===== config.mk =====
export PLATFORM = sky130hd
export DESIGN_NAME = uart_tx_arbiter
export DESIGN_NICKNAME = d
export VERILOG_FILES = /design/src/rtl/uart_tx_arbiter.sv
export SDC_FILE = /design/constraint.sdc
export NUM_CORES = 1
export LEC_CHECK = 0
export CAP_MARGIN = 40
export CORE_MARGIN = 8
export CORE_UTILIZATION = 51
export CTS_BUF_LIST = sky130_fd_sc_hd__clkbuf_16
export DETAILED_ROUTE_END_ITERATION = 8
export PLACE_DENSITY = 0.86
export SYNTH_ARGS = -nofsm -noshare
export SYNTH_HDL_FRONTEND = slang
export SYNTH_SLANG_ARGS = --single-unit

===== constraint.sdc =====
create_clock -name Clk -period 3.2 [get_ports Clk]
set_input_delay 0.96 -clock Clk [delete_from_list [all_inputs] [get_ports Clk]]
set_output_delay 0.96 -clock Clk [all_outputs]
set_load 0.03 [all_outputs]

===== src/rtl/uart_tx_arbiter.sv =====
// -----------------------------------------------------------------------------
// uart_tx_arbiter
//
// Shares one UART transmitter between NREQ byte producers. A round-robin
// arbiter picks the next requester in IDLE, latches its byte onto TxData and
// enables the transmitter. After the transmitter reports TxDone, an optional
// inter-frame gap of GAP_TICKS baud ticks runs before the next grant. A tick
// watchdog aborts a frame whose TxDone never arrives and pulses Err.
//
// Ports:
//   Clk      in   system clock
//   Rst_n    in   asynchronous active-low reset
//   Tick     in   baud oversample tick, one Clk wide
//   Req      in   per-requester byte-pending request (level)
//   ReqData  in   requester bytes, byte i at [8i+7:8i]
//   Ack      out  one-hot, one-Clk pulse: byte i accepted
//   Grant    out  one-hot transmitter owner, held through SEND
//   TxData   out  byte presented to the transmitter
//   TxEn     out  transmitter enable, high only in SEND
//   TxDone   in   one-Clk pulse from transmitter at end of stop bit
//   Busy     out  high whenever not IDLE
//   Err      out  one-Clk pulse on watchdog abort
// -----------------------------------------------------------------------------
module uart_tx_arbiter #(
    parameter int NREQ          = 4,
    parameter int GAP_TICKS     = 16,
    parameter int TIMEOUT_TICKS = 200,
    parameter int CW            = 16
) (
    input  logic                Clk,
    input  logic                Rst_n,
    input  logic                Tick,
    input  logic [NREQ-1:0]     Req,
    input  logic [8*NREQ-1:0]   ReqData,
    output logic [NREQ-1:0]     Ack,
    output logic [NREQ-1:0]     Grant,
    output logic [7:0]          TxData,
    output logic                TxEn,
    input  logic                TxDone,
    output logic                Busy,
    output logic                Err
);

    localparam int IW = (NREQ > 1) ? $clog2(NREQ) : 1;
    localparam logic [CW-1:0] GAP_TC     = CW'(GAP_TICKS);
    localparam logic [CW-1:0] TIMEOUT_TC = CW'(TIMEOUT_TICKS);
    localparam logic [CW-1:0] CNT_MAX    = '1;

    typedef enum logic [1:0] {
        IDLE,
        SEND,
        GAP
    } state_t;

    state_t          state;
    logic [IW-1:0]   last;
    logic [CW-1:0]   count;

    logic [IW-1:0]   scan_idx;
    logic [IW-1:0]   winner;
    logic            found;
    logic [7:0]      win_data;
    logic [NREQ-1:0] win_onehot;

    // Round-robin pick: scan from the requester after the last winner,
    // wrapping around, so the previous winner is checked last.
    always_comb begin
        scan_idx = '0;
        winner   = last;
        found    = 1'b0;
        for (int i = 1; i <= NREQ; i++) begin
            scan_idx = IW'((int'(last) + i) % NREQ);
            if (!found && Req[scan_idx]) begin
                winner = scan_idx;
                found  = 1'b1;
            end
        end
    end

    // Constant-index decode of the winner into its byte and one-hot vector.
    always_comb begin
        win_data   = 8'h00;
        win_onehot = '0;
        for (int k = 0; k < NREQ; k++) begin
            if (winner == IW'(k)) begin
                win_data      = ReqData[8*k +: 8];
                win_onehot[k] = 1'b1;
            end
        end
    end

    // Arbitration FSM with all outputs registered. Ack and Err default low
    // every cycle so that they only ever appear as single-cycle pulses.
    // In SEND, TxDone is checked before the watchdog and before the tick
    // counter, so a coincident TxDone suppresses both the abort and the count.
    always_ff @(posedge Clk or negedge Rst_n) begin
        if (!Rst_n) begin
            state  <= IDLE;
            last   <= IW'(NREQ - 1);
            count  <= '0;
            Ack    <= '0;
            Grant  <= '0;
            TxData <= 8'h00;
            TxEn   <= 1'b0;
            Busy   <= 1'b0;
            Err    <= 1'b0;
        end else begin
            Ack <= '0;
            Err <= 1'b0;
            case (state)
                IDLE: begin
                    if (found) begin
                        TxData <= win_data;
                        Grant  <= win_onehot;
                        Ack    <= win_onehot;
                        TxEn   <= 1'b1;
                        Busy   <= 1'b1;
                        last   <= winner;
                        count  <= '0;
                        state  <= SEND;
                    end
                end
                SEND: begin
                    if (TxDone || (count >= TIMEOUT_TC)) begin
                        TxEn  <= 1'b0;
                        Grant <= '0;
                        count <= '0;
                        Err   <= !TxDone;
                        if (GAP_TICKS == 0) begin
                            state <= IDLE;
                            Busy  <= 1'b0;
                        end else begin
                            state <= GAP;
                        end
                    end else if (Tick && (count != CNT_MAX)) begin
                        count <= count + 1'b1;
                    end
                end
                GAP: begin
                    if (count >= GAP_TC) begin
                        count <= '0;
                        state <= IDLE;
                        Busy  <= 1'b0;
                    end else if (Tick && (count != CNT_MAX)) begin
                        count <= count + 1'b1;
                    end
                end
                default: begin
                    state <= IDLE;
                end
            endcase
        end
    end

endmodule


# --- After elaboration in Yosys (flattened, before gate mapping) ---
# Index checks and enable logic that the tools add are counted.
classes:
  n_eq_ne: 9
  n_mux: 45
  reduce_logical: 19
  order_cmp: 6
  n_addsub: 5
ops:
  columns: ["op", "n"]
  rows:
  - ["16-bit two-way mux", 4]
  - ["16-bit case mux with 3 select lines", 1]
  - ["8-bit two-way mux", 4]
  - ["1-bit two-way mux", 17]
  - ["16-bit by 1-bit adder with 16-bit output, second input constant", 1]
  - ["16-bit by 5-bit greater-or-equal comparator with 1-bit output, second input constant", 1]
  - ["16-bit by 8-bit greater-or-equal comparator with 1-bit output, second input constant", 1]
  - ["4-bit two-way mux", 4]
  - ["16-bit inequality test, second input constant", 1]
  - ["2-bit two-way mux", 7]
  - ["2-bit by 3-bit < comparator with 1-bit output, second input constant", 4]
  - ["3-bit AND reduction", 3]
  - ["1-bit binary-select mux with 2-bit select", 4]
  - ["4-bit case mux with 2 select lines", 1]
  - ["2-bit equality test, second input constant", 3]
  - ["2-bit inequality test, second input constant", 3]
  - ["2-bit case mux with 3 select lines", 1]
  - ["2-bit by 1-bit adder with 2-bit output, second input constant", 2]
  - ["2-bit adder, second input constant", 2]
  - ["2-bit by 1-bit equality test with 1-bit output, second input constant", 2]
  - ["1-bit logical AND", 4]
  - ["1-bit logical NOT", 4]
  - ["2-bit logical NOT", 2]
  - ["1-bit case mux with 2 select lines", 2]
  - ["other kinds (4)", 6]
word_totals:
  wordCells: 93
  reg_bits: 39
  in_bits: 40

# --- Depth between registers and ports, before layout ---
# Gate-level depths: netlist of run 1.
logic_depth:
  word_depth: 18
  ltp_mapped: 8
  ltp_nobuf: 7

# --- Worst setup path after synthesis of run 1 ---
# No wires, ideal clock.
synth_path:
  kind: "input-to-reg"
  startpoint: "in Req[1]"
  endpoint: "reg count[1]"
  path_buffers: 0
  arrival_ps: 2045
  path_slack_ps: 1033
  stages: 5
  setup_time_ps: 121
  required_ps: 3079
  path_cell_list: "nor4_2 a211oi_2 o21ai_1 mux2i_1 nor2_1"
synth_via:
  elab_chain_cells: 14
  elab_cells_between_ends: 20
  cone_classes: "1 x eq/ne; 12 x mux; 7 x reduce/logical"
synth_lines:
  columns: ["item", "line", "text"]
  rows:
  - ["from (decl)", "33", "input logic [NREQ-1:0] Req,"]
  - ["1-bit binary-select mux with 2-bit select", "73", "if (!found && Req[scan_idx]) begin"]
  - ["1-bit two-way mux (not written as such)", "73", null]
  - ["1-bit two-way mux", "73", null]
  - ["1-bit logical NOT", "73", null]
  - ["1-bit logical AND", "73", null]
  - ["1-bit two-way mux", "73", null]
  - ["1-bit logical NOT", "73", null]
  - ["1-bit logical AND", "73", null]
  - ["1-bit two-way mux", "73", null]
  - ["1-bit logical NOT", "73", null]
  - ["1-bit logical AND", "73", null]
  - ["1-bit two-way mux *", "73", null]
  - ["2-bit inequality test (no source line) *", null, null]
  - ["2-bit AND reduction (no source line) *", null, null]
  - ["to (signal assigned)", "136", "count <= count + 1'b1;"]
  - ["to (signal assigned)", "145", "count <= count + 1'b1;"]
  - ["to (decl)", "57", "logic [CW-1:0] count;"]
# Every way passes the cells marked *; elsewhere a longest branch is shown, timed or not. The select of a mux whose other input is x is not followed.
# A chain may end at the register's enable or synchronous reset.

# --- Worst setup path after layout of run 1 ---
layout_path:
  startpoint: "in Req[1]"
  endpoint: "reg count[9]"
# Same word-level chain as after synthesis.

==> results.sh, run 1 <==
export IMPL_stdcell_count=312
export IMPL_ys_ff_latch=39
export IMPL_gr_total_overflow=0
export IMPL_drt_total_wl_um=5280
export IMPL_layout_drive_gt1_share_pct=9.92
export IMPL_grt_usage_pct=17.1
export IMPL_clkLatencyLatePin_ns=0.28
export IMPL_drv_cap=0
export IMPL_vias=1708
export IMPL_rsz0062_at_grt="no"
export IMPL_path_buf_inv=2
export IMPL_worst_pin_slew_ns=0.626
export IMPL_initial_core_util_pct=52.3
export IMPL_antenna_cells=0
export IMPL_fp_coreArea_um2=3970
export IMPL_p_int_mw=1.43
export IMPL_hold_depth=1
export IMPL_synth_cells=199
export IMPL_critPathLaunchType="input port"
export IMPL_max_stage_delay_ns=0.62
export IMPL_crit_family="buffers and inverters"
export IMPL_nNetsFinal=307
export IMPL_dp_cells=304
export IMPL_arrival_ns=2.95
export IMPL_root_buffer="clkbuf_16"
export IMPL_r2r_end="count[9]"
export IMPL_finClkSkew_ns=0.00308
export IMPL_ff2ff_path_depth=8
export IMPL_drc=0
export IMPL_die_x_um=79.8
export IMPL_synth_common_cells="37 x dfrtp_1, 19 x mux2i_1, 17 x nand2_1"
export IMPL_power_density_nw_per_um2=826
export IMPL_pre_cts_slack_ns=0.226
export IMPL_clock_fmax_mhz=367
export IMPL_synth_area_leaders="dfrtp_1 45%, mux2i_1 9.2%, ha_1 3.6%"
export IMPL_grt_pass1_wl_um=8520
export IMPL_area_delta_synth_final_pct=37.7
export IMPL_clk_pin_slew_ns=0.05
export IMPL_worstPathRequired_ns=3.42
export IMPL_async_flop_share_pct=100
export IMPL_clock_path_buffers=2
export IMPL_status="complete, no violations"
export IMPL_seqPwrFrac_pct=30.4
export IMPL_setup_tns_ns=0
export IMPL_fill_cells=279
export IMPL_die_area_um2=6370
export IMPL_avgRoutedWirePerCell_um=16.9
export IMPL_cp_max_fo=8
export IMPL_grt_max_degree=40
export IMPL_fp_dieH_um=79.8
export IMPL_multiInputGateArea_um2=1030
export IMPL_synth_seq_area_share_pct=47.1
export IMPL_tritoncts_num_buffers=5
export IMPL_ys_types=48
export IMPL_min_path_type="flip-flop to flip-flop"
export IMPL_synth_top_area_cell="dfrtp_1"
export IMPL_rows=23
export IMPL_switchingPower_mw=0.938
export IMPL_regArea_um2=978
export IMPL_htreeDepth=2
export IMPL_post_cts_resized=0
export IMPL_hold_path_endpoint="Grant[0]"
export IMPL_mappedNetlistArea_um2=2080
export IMPL_synthFlopType="dfrtp_1"
export IMPL_cts_setup_buffers=0
export IMPL_sw_frac_of_total_pct=39.7
export IMPL_cts_hold_fix_buffers=0
export IMPL_slew_headroom_pct=57.9
export IMPL_ioPinCount=59
export IMPL_worstSetupEndpointType="flip-flop"
export IMPL_synth_edf_count=0
export IMPL_cts_sinks=39
export IMPL_routed_via_density=5.47
export IMPL_clkPwrFrac_pct=19.5
export IMPL_drtIter0Drc=88
export IMPL_grt_antenna_before_repair=0
export IMPL_slowest_stage="nor4_2"
export IMPL_leakagePower_nw=1.25
export IMPL_fin_util_pct=72.1
export IMPL_synth_most_common_cell="dfrtp_1"
export IMPL_worst_setup_path_type="input port to flip-flop"
export IMPL_port_buffers=58
export IMPL_synth_fp_nets=245
export IMPL_final_hold_viol_count=0
export IMPL_fin_crit_sh_pct=85.3
export IMPL_cp_cell_sequence="clkdlybuf4s50_1 -> nor4_2 -> a21oi_1 -> a21boi_1 -> buf_4 -> o21ba_2"
export IMPL_grt_pass1_vias=1759
export IMPL_final_max_slew_viol_count=0
export IMPL_fin_crit_ns=2.73
export IMPL_avgSynthCellArea_um2=10.4
export IMPL_cts_tree="built"
export IMPL_p_comb_share_pct=50.2
export IMPL_setup_violations=0
export IMPL_antenna_left=0
export IMPL_r2r_start="state[1]"
export IMPL_drtPass1Iterations=4
export IMPL_rrSetupSlack_ns=1.06
export IMPL_hp_start="Grant[0]"
export IMPL_gp_congestion=0.756
export IMPL_netlist_area_leader_share_pct=44.6
export IMPL_ir_drop_mv=0.371
export IMPL_dp_hpwl_um=4110
export IMPL_ys_warnings_count=0
export IMPL_setup_slack_ns=0.472
-- through the flow --
step	cell area, um2	hold slack (ns)	power [mW]
after global placement	2700	0.467	1.86
after CTS	2860	0.486	2.39
final	2860	0.485	2.36
after floorplan	2080	0.479	1.51
after detailed placement	2720	0.474	1.92
after global routing	2860	0.498	2.52
-- worst max-delay path by stage --
stage                     slack (ns)  depth (start not counted)         to    from
after floorplan                 1.03                          5   count[1]  Req[1]
after global placement          0.20                          5   count[9]  Req[3]
after detailed placement        0.23                          6  count[13]  Req[3]
after CTS                       0.50                          6   count[9]  Req[1]
after global routing            0.33                          6   count[9]  Req[1]
final                           0.47                          6   count[9]  Req[1]
-- flip-flops by register name (all words and copies together), names as in the netlist --
register / cells
Err: 1
count: 16
Ack: 4
state: 2
last: 2
Grant: 4
Busy: 1
TxData: 8
TxEn: 1
-- logic make-up (layout without fill, tap and decap cells) --
kind of cell	count (synthesis)	in the layout	synth area share, %
muxes	24	24	11.9
AOI/OAI and AO/OA	40	40	14.3
buffers and inverters	18	81	3.73
DFF	39	39	47.1
adders and majority gates	6	6	3.61
and+or+nand+nor	69	69	18.2
xor gates and xnor gates	3	3	1.26
-- cell usage in the layout (no fill, tap or decap), types with 3 or more instances in the layout --
cell and count:
mux2i_1 19, o21ai_0 3, nand2_1 17, nor3b_1 3, nor2b_1 3, nor3_1 4, nand3_1 4, a31oi_1 3
nor2_1 14, clkdlybuf4s50_1 57, clkbuf_16 5, ha_1 6, mux2_1 4, inv_1 12, dfrtp_1 37, o221ai_1 8
or3_1 3, a21oi_1 12, nand2b_1 5
-- layout make-up --
| class | instances | area share (%) |
|---|---|---|
| Inverter | 12 | 1.57 |
| Sequential cell | 39 | 34.2 |
| Tap cell | 50 | 2.19 |
| Clock inverter | 3 | 0.524 |
| Clock buffer | 5 | 4.37 |
| Timing Repair Buffer | 61 | 21.3 |
| Multi-Input combinational cell | 142 | 35.8 |
-- metal layers --
| metal | wire length [um] | part of all wire, % | global-route usage, % |
|---|---|---|---|
| met3 | 273 | 5.2 | 5.41 |
| met1 | 2060 | 39 | 18.6 |
| met4 | 146 | 2.8 | 7.45 |
| met2 | 2800 | 53 | 29.9 |
| met5 | 0 | 0 | 0 |
-- power groups by stage --
stage | clock network (mW) | registers [mW] | logic, mW
2_1_floorplan | 0 | 0.893 | 0.616
3_3_place_gp | 0 | 0.717 | 1.14
3_5_place_dp | 0 | 0.727 | 1.19
4_1_cts | 0.476 | 0.719 | 1.20
5_1_grt | 0.499 | 0.737 | 1.28
6_report | 0.461 | 0.718 | 1.19
Power figures use the tool's default switching activity.
==> inputs of run 2 (changes only) <==
--- a/config.mk
+++ b/config.mk
@@ -6,11 +6,13 @@
 export NUM_CORES = 1
 export LEC_CHECK = 0
 export CAP_MARGIN = 40
+export CORE_ASPECT_RATIO = 1.1
 export CORE_MARGIN = 8
 export CORE_UTILIZATION = 51
 export CTS_BUF_LIST = sky130_fd_sc_hd__clkbuf_16
 export DETAILED_ROUTE_END_ITERATION = 8
 export PLACE_DENSITY = 0.86
+export SLEW_MARGIN = 15
 export SYNTH_ARGS = -nofsm -noshare
 export SYNTH_HDL_FRONTEND = slang
 export SYNTH_SLANG_ARGS = --single-unit
==> run 2 against run 1 <==
Effect of this change:
- first-iteration DRC count rose by 39%
- via count down 0.35%
- final cell count increased by 0.64%
- die area about the same
- combinational power about the same
- largest power group unchanged
- hold slack improved by 0.0035 ns
- setup slack improved by 0.065 ns
- global-route usage decreased by 0.70 points
- clock skew hardly changed
- clock-buffer cell count stayed put
==> results.sh, run 2 (same netlist as run 1, synthesis figures left out) <==
export IMPL_critPathLaunchType="input port"
export IMPL_max_stage_delay_ns=0.61
export IMPL_htreeDepth=2
export IMPL_die_area_um2=6380
export IMPL_initial_core_util_pct=52.8
export IMPL_rsz0062_at_grt="no"
export IMPL_largest_register="count"
export IMPL_busiest_layer="met2"
export IMPL_vias=1702
export IMPL_worst_pin_slew_ns=0.612
export IMPL_grt_pass1_wl_um=8620
export IMPL_path_buf_inv=1
export IMPL_grt_usage_pct=16.4
export IMPL_fin_worst_hold_slack_ns=0.488
export IMPL_fp_coreArea_um2=3930
export IMPL_clkLatencyLatePin_ns=0.28
export IMPL_layout_common_cells="57 x clkdlybuf4s50_1, 37 x dfrtp_1, 19 x mux2i_1"
export IMPL_slowest_stage="nor4_2"
export IMPL_leakagePower_nw=1.27
export IMPL_drt_total_wl_um=5180
export IMPL_cp_cell_sequence="clkdlybuf4s50_1 -> nor4_2 -> a211oi_2 -> o21ai_1 -> mux2i_1 -> nor2_1"
export IMPL_port_buffers=58
export IMPL_total_power_mw=2.47
export IMPL_clk_pin_slew_ns=0.06
export IMPL_post_cts_resized=0
export IMPL_fin_crit_ns=2.66
export IMPL_layout_drive_gt1_share_pct=10.3
export IMPL_grt_antenna_before_repair=0
export IMPL_routed_via_density=5.42
export IMPL_fin_crit_sh_pct=83.2
export IMPL_arrival_ns=2.83
export IMPL_cp_max_fo=6
export IMPL_final_hold_viol_count=0
export IMPL_ioPinCount=59
export IMPL_cts_tree="built"
export IMPL_cts_setup_buffers=0
export IMPL_rows=24
export IMPL_worstPathRequired_ns=3.37
export IMPL_grt_use_met2_pct=30.2
export IMPL_final_common_cell="clkdlybuf4s50_1"
export IMPL_worstSetupEndpointType="flip-flop"
export IMPL_largest_reg_flops=16
export IMPL_slew_headroom_pct=58.9
export IMPL_root_buffer="clkbuf_16"
export IMPL_final_max_slew_viol_count=0
export IMPL_power_density_nw_per_um2=850
export IMPL_cts_sinks=39
export IMPL_gr_total_overflow=0
export IMPL_ir_drop_mv=0.551
export IMPL_tritoncts_num_buffers=5
export IMPL_nNetsFinal=307
export IMPL_avgRoutedWirePerCell_um=16.5
export IMPL_drtPass1Iterations=4
export IMPL_gp_congestion=0.815
export IMPL_antenna_cells=0
export IMPL_grt_pass1_vias=1741
export IMPL_setup_tns_ns=0
export IMPL_grt_max_degree=22
export IMPL_grt_met1_usage_pct=18.0
export IMPL_drv_cap=0
export IMPL_dp_hpwl_um=3940
export IMPL_drc=0
export IMPL_met3_usage_pct=4.31
export IMPL_status="complete, no violations"
export IMPL_drtIter0Drc=122
export IMPL_clock_fmax_mhz=376
export IMPL_die_x_um=76.9
export IMPL_clock_path_buffers=2
export IMPL_min_path_type="flip-flop to flip-flop"
export IMPL_fp_dieH_um=83.0
export IMPL_crit_family="simple AND/OR/NAND/NOR gates"
export IMPL_worst_setup_path_type="input port to flip-flop"
export IMPL_cts_hold_fix_buffers=0
export IMPL_setup_violations=0
export IMPL_antenna_left=0
export IMPL_placed_area_um2=2750
export IMPL_reg_largest_list="count x16, TxData x8"
export IMPL_fin_area_um2=2910
export IMPL_area_delta_synth_final_pct=40.0
export IMPL_finClkSkew_ns=0.00286
## run 2: cell types whose count changed in the layout (fill, tap and decap cells not counted)
| cell | before | now |
|---|---|---|
| clkinv_2 | 0 | 1 |
| buf_4 | 2 | 1 |
| buf_2 | 1 | 0 |
| clkinvlp_4 | 1 | 0 |
| buf_16 | 0 | 1 |
| clkinv_1 | 2 | 1 |
| bufinv_16 | 0 | 1 |
| clkbuf_2 | 0 | 1 |
## run 2: worst reg2reg max path, stage by stage, from the launching register on
cell and delay, ns:
dfrtp_1 0.38, inv_1 0.09, ha_1 0.31, a211oi_2 0.32
o21ai_1 0.25, or4_1 0.45, a21oi_1 0.17
## run 2: per-layer routing
metal | vias to the layer above | wire length (um)
met2 | 33 | 2860
li1 | 841 | -
met4 | 0 | 51
met1 | 822 | 2040
met5 | - | 0
met3 | 6 | 224
## run 2: report_power, final
part / total (mW) / internal, mW / leakage, nW / switching, mW
clock network: 0.543 / 0.363 / 0.0812 / 0.180
registers: 0.718 / 0.637 / 0.510 / 0.0802
logic: 1.21 / 0.525 / 0.679 / 0.687
total: 2.47 / 1.53 / 1.27 / 0.947
## run 2: worst paths after layout
kind | startpoint | slack [ns] | endpoint | cells after the start
min | Grant[3] | 0.49 | Grant[3] | 1
max in group asynchronous | Rst_n | 2.08 | count[12] | 2
max | Req[1] | 0.54 | count[1] | 6
max reg2reg | state[0] | 1.18 | count[6] | 6
min reg2reg | Grant[3] | 0.49 | Grant[3] | 1
min in group asynchronous | Rst_n | 0.65 | Ack[1] | 1
## run 2: final cells by class
cell class	instances	area [um2]
sequential	39	978
clock inverter	3	38.8
tap	52	65.1
fill	261	1020
inverter	12	45.0
timing repair buffer	61	631
multi-input combinational	142	1030
clock buffer	5	125
## run 2: through the flow
step / setup WS [ns] / utilization [%] / std cells
6_report: 0.537 / 74.0 / 314
2_1_floorplan: 1.03 / - / 199
5_1_grt: 0.355 / 74.0 / 314
4_1_cts: 0.543 / 74.0 / 314
3_5_place_dp: 0.300 / 69.8 / 306
3_3_place_gp: 0.179 / 68.9 / 304
==> RTL change 1 (settings of run 2) <==
The 3 states of `state_t` get a one-hot encoding in 3 bits.
--- a/src/rtl/uart_tx_arbiter.sv
+++ b/src/rtl/uart_tx_arbiter.sv
@@ -46,10 +46,10 @@
     localparam logic [CW-1:0] TIMEOUT_TC = CW'(TIMEOUT_TICKS);
     localparam logic [CW-1:0] CNT_MAX    = '1;
 
-    typedef enum logic [1:0] {
-        IDLE,
-        SEND,
-        GAP
+    typedef enum logic [2:0] {
+        IDLE = 3'b001,
+        SEND = 3'b010,
+        GAP  = 3'b100
     } state_t;
 
     state_t          state;
Function: same outputs for any inputs over 10 cycles, from zero or initial values and one cycle with Rst_n low; not proved beyond that.
==> RTL change 1 against run 2 <==
Critical path depth unchanged. Register-to-register slack about the same. Cell area about the same. Core utilization down 0.53 points. Sequential cell count up 1. Synthesized area up 1.5%. Sequential power up 8.8%. Power down 4.5%. Setup slack worse by 0.18 ns. Global-route usage up 0.069 points. Wire length down 1.1%. Critical path type unchanged. Critical endpoint is now Grant[2]$_DFFE_PN0P_. Largest power group unchanged.
==> RTL change 1: results (changes against run 2) <==
outcome:
  status: "finished clean"
synthesis:
  synth_common_cells: "dfrtp_1 (37), nor2_1 (27), mux2i_1 (18), nand2_1 (16), a21oi_1 (13)"
  ys.flop_type: "dfrtp_1"
  ys_types: 42  # -13%
  synth_edf_count: 0  # unchanged
  synth.area.top_cells: "dfrtp_1 (44%), mux2i_1 (8.5%), nor2_1 (4.8%)"
  ys_seq_area_frac: 0.4763  # +0.005474
  synth_warnings: 0  # unchanged
  syn_nets: 246  # +0.41%
  async_flop_share: 1.000  # unchanged
min_path:
  holdCritStartpoint: "TxData[1]$_DFFE_PN0P_"
  hp-class: "flip-flop to flip-flop"
  min_path_cells: 2  # +1
  worstHoldEndpoint: "TxData[1]$_DFFE_PN0P_"
cts:
  post_cts_buffers: 0  # unchanged
  ctsHtreeMaxLevel: 2  # unchanged
  root_buffer: "clkbuf_16"
  insertion_delay_ns: 0.28  # about the same
  numCtsBuffers: 5  # unchanged
  clk_path_buf_depth: 2  # unchanged
critical_path:
  rr_startpoint: "state[1]$_DFFE_PN0P_"
  ff2ff_path_depth: 4  # -2
  timing.rr.end: "Grant[2]$_DFFE_PN0P_"
  cp_slowest_stage_delay_ns: 0.48  # -0.13 ns
  arrival_ns: 3.00  # +0.17 ns
  cp-startpoint: "Req[1]"
  critPathTopFamily: "simple AND/OR/NAND/NOR gates"
  crit_slowest_cell: "clkdlybuf4s50_1"
  r2r_slack_ns: 1.18  # about the same
  critPathMaxFanout: 12  # +6
sta:
  tightest_slew_ns: 0.4253  # -0.1864 ns
  skew_ns: 0.004469  # +0.001611 ns
place:
  post-dp-hpwl_mm: 3.898  # -1.1%
  place_area_um2: 2773  # +1.0%
  port-buffer-count: 58  # unchanged
  gp_congestion: 0.8398  # +3.1%
global_route:
  grt_pass1_wl_mm: 8.852  # +2.7%
  grt_usage: 0.1650  # +0.0006884
  antenna_found_initial: 0  # unchanged
  grt_pass1_vias: 1954  # +12%
  grt_max_degree: 34  # +55%
drt:
  met1Wirelength_mm: 2.051  # +0.49%
  dr.pass1.iters: 4  # unchanged
  wirelength_mm: 5.121  # -1.1%
  met2_length_mm: 2.573  # -10%
  highest_layer: "met4"
  dr_wl_met3_um: 411  # +83%
  drtIter0Drc: 66  # -46%
  remaining_drc_errors: 0  # unchanged
  vias: 1808  # +6.2%
layout:
  layout-drive-gt1-share: 0.1007  # -0.002307
  finalNetCount: 309  # +0.65%
power_and_ir_drop:
  peakVddDrop_uv: 506.9  # -7.9%
  leakage_nw: 1.270  # about the same
-- RTL change 1: cell types whose count changed after synthesis, moves of 3 or more --
cell             run 2  this run
nand3_1              4         9
nor4_4               0         3
nor2_1              14        27
mux2_1               4         0
ha_1                 6         2
nor3b_1              3         0
xnor2_1              1         5
or3_1                3         0
nand2b_1             5         2
nor3_1               4         8
nor2b_1              3         0
-- RTL change 1: how the worst max path moves through the flow --
stage / slack, ns / to
after floorplan: 0.99 / TxData[6]$_DFFE_PN0P_
after global placement: 0.24 / Grant[2]$_DFFE_PN0P_
after detailed placement: 0.12 / Grant[2]$_DFFE_PN0P_
after CTS: 0.39 / Grant[2]$_DFFE_PN0P_
after global routing: 0.19 / Grant[2]$_DFFE_PN0P_
final: 0.36 / Grant[2]$_DFFE_PN0P_
-- RTL change 1: worst reg2reg max path, delay by kind of cell, from the launching register on --
kind | cells | cell delay, ns
simple gates | 3 | 1.16
flops | 1 | 0.46
compound gates | 1 | 0.34
-- RTL change 1: power by group --
group	total [mW]	leakage (nW)	switching, mW	internal [mW]
combinational	1.11	0.675	0.627	0.484
clock	0.469	0.0762	0.188	0.281
sequential	0.781	0.518	0.123	0.658
total	2.36	1.27	0.938	1.42
-- RTL change 1: logic make-up (layout without fill, tap and decap cells) --
logic type                 Yosys count  in the layout  share of synthesized area
AOI/OAI and AO/OA                   44             44                     0.1696
xor gates and xnor gates             5              5                    0.02076
adders and majority gates            2              2                    0.01186
buffers and inverters               18             82                    0.03974
DFF                                 40             40                     0.4763
muxes                               18             18                    0.08541
and+or+nand+nor                     77             77                     0.1963
-- RTL change 1: metrics by stage --
stage	std cells	setup slack (ns)	hold slack [ns]
after global routing	320	0.1895	0.5017
after global placement	311	0.2395	0.4690
final	320	0.3607	0.4846
after CTS	320	0.3880	0.4896
after detailed placement	312	0.1240	0.4725
after floorplan	204	0.9906	0.4756
-- RTL change 1: routing by layer --
metal,track usage,vias up
met3,0.07651,8
met2,0.2791,53
met1,0.1775,875
li1,-,872
met4,0.05155,0
met5,0,-
-- RTL change 1: area by class of cell --
cell class,instances,area [um2]
multi-input cells,146,1032
clock inverters,3,12.51
clock buffers,5,125.1
well taps,52,65.06
flip-flops and latches,40,1005
fillers,318,1054
repair buffers,64,633.1
inverters,10,37.54
==> RTL change 2 (settings of run 2) <==
Without the edit above. Change the parameter `NREQ` from 4 to 8.
--- a/src/rtl/uart_tx_arbiter.sv
+++ b/src/rtl/uart_tx_arbiter.sv
@@ -22,7 +22,7 @@
 //   Err      out  one-Clk pulse on watchdog abort
 // -----------------------------------------------------------------------------
 module uart_tx_arbiter #(
-    parameter int NREQ          = 4,
+    parameter int NREQ          = 8,
     parameter int GAP_TICKS     = 16,
     parameter int TIMEOUT_TICKS = 200,
     parameter int CW            = 16
Ports: changed (resized Ack, Grant, Req and ReqData); port bits go from 59 to 103. The function was not compared with the original's and may differ.
==> RTL change 2 against run 2 <==
The flow now finishes with violations (setup timing). Final cell count grew 120%. Cell area rose by 110%. Setup slack worse by 1.4 ns. Synthesized area up 79%. Hold slack better by 0.026 ns. Wire length grew to 3.6 times the old value. Critical path type is now flip-flop to flip-flop. Highest routed layer unchanged. Die area rose by 61%. Sequential cell count is 9 higher. Critical endpoint is now TxData[1]$_DFFE_PN0P_. Clock skew rose by 0.0078 ns. Register-to-register slack got worse by 2.1 ns.
Power is not shown: default switching activity piles up to over one toggle a cycle in this logic, so the estimate is an artifact.
==> RTL change 2: results (changes against run 2) <==
synthesis:
  synth_xor_area_frac: 0.02789  # +0.01525
  synth_common_cells: "nand2_1 (48), dfrtp_1 (45), nor2_1 (44), o21ai_0 (29), nand3_1 (24)"
  synth_mux_area_frac: 0.09778  # -0.02082
  synth.area.top_cells: "dfrtp_1 (30%), nand2_1 (4.8%), nor2_1 (4.4%)"
  synth-seq-cells: 48  # +23%
  synthAdderAreaFrac: 0.02688  # -0.009241
  syn_nets: 504  # +110%
  ys_seq_area_frac: 0.3236  # -0.1472
  synth_compound_area_frac: 0.2843  # +0.1416
layout:
  multi_input_area_share: 0.4418  # +0.08907
  nNonClkInverters: 11  # -1
  largest_reg_flops: 16  # unchanged
  num-fill-cells: 280  # +7.3%
  num-nonclk-buffers: 201  # +230%
  syn_to_final_growth_pct: 66.43
  layout-drive-gt1-share: 0.3587  # +0.2556
  nMultiInputCombCells: 337  # +140%
  final_cells: 690  # +120%
  ff_latch_area_um2: 1205  # +23%
  buffer_area_frac: 0.3071  # +0.09031
place:
  post-dp-hpwl_mm: 9.864  # +150%
  post-place-ws_ns: -0.9293  # -1.229 ns
  port-buffer-count: 102  # +76%
  place_area_um2: 5319  # +94%
  gp_congestion: 0.8891  # +9.2%
  dp_cells: 648  # +110%
floorplanning:
  die_area_um2: 10290  # +61%
sta:
  skew_ns: 0.01064  # +0.007778 ns
  setup_viol: 44  # +44
  hold-worst-slack_ns: 0.5141  # +0.02594 ns
  timing.slew.headroom: 0.5938  # +0.005018
  tns_ns: -12.03  # -12.03 ns
  worst_slack_ns: -0.8946  # -1.432 ns
drt:
  wirelength_mm: 18.66  # +260%
  vias: 4983  # +190%
  drtIter0Drc: 759  # +520%
  dr.pass1.iters: 6  # +2
cts:
  insertion_delay_ns: 0.30  # +0.02 ns
  path_clk_slew_ns: 0.08  # +0.02 ns
critical_path:
  endpoint: "TxData[1]$_DFFE_PN0P_"
  ff2ff_path_depth: 15  # +9
  crit_slowest_cell: "dfstp_2"
  arrival_ns: 4.24  # +1.41 ns
  cp-startpoint: "last[0]$_DFFE_PN1P_"
  critPathTopFamily: "compound AO/OA/AOI/OAI gates"
  critPathMaxFanout: 8  # +2
outcome:
  violations: "setup timing"
  status: "complete, but fails checks"
global_route:
  grt_usage: 0.3023  # +0.1380
  grt_pass1_vias: 4948  # +180%
  grt_max_degree: 22  # unchanged
  grt_pass1_wl_mm: 25.65  # +200%
min_path:
  worstHoldEndpoint: "Grant[6]$_DFFE_PN0P_"
  holdCritStartpoint: "Grant[6]$_DFFE_PN0P_"
  min_path_cells: 2  # +1
-- RTL change 2: changes by cell type in the layout (fill, tap and decap cells not counted), sizes merged, moves of 16 or more --
cell           before  now
a22oi               0   16
nand2              18   48
nand3               4   24
o21ai               4   37
buf                 3  106
clkdlybuf4s50      57   93
nor2               15   44
-- RTL change 2: what timing repair did --
action                                 CTS  global route
gates resized for setup                 84            64
pin swaps                               20            26
setup buffers                           24             9
setup endpoints to repair               46            46
gates cloned                             4             0
endpoints found under the hold margin    0             0
-- RTL change 2: per-layer routing --
layer	up-vias	share of wire	track usage	wire length [um]
li1	1970	-	-	-
met1	2324	0.34	0.3470	6270
met2	553	0.47	0.5125	8801
met3	136	0.13	0.06205	2335
met4	0	0.067	0.1733	1250
met5	-	0	0	0
-- RTL change 2: worst min-delay path: stages (launching register included) --
cell and delay, ns:
dfrtp_1 0.36, nand2_1 0.07, o21ai_2 0.05
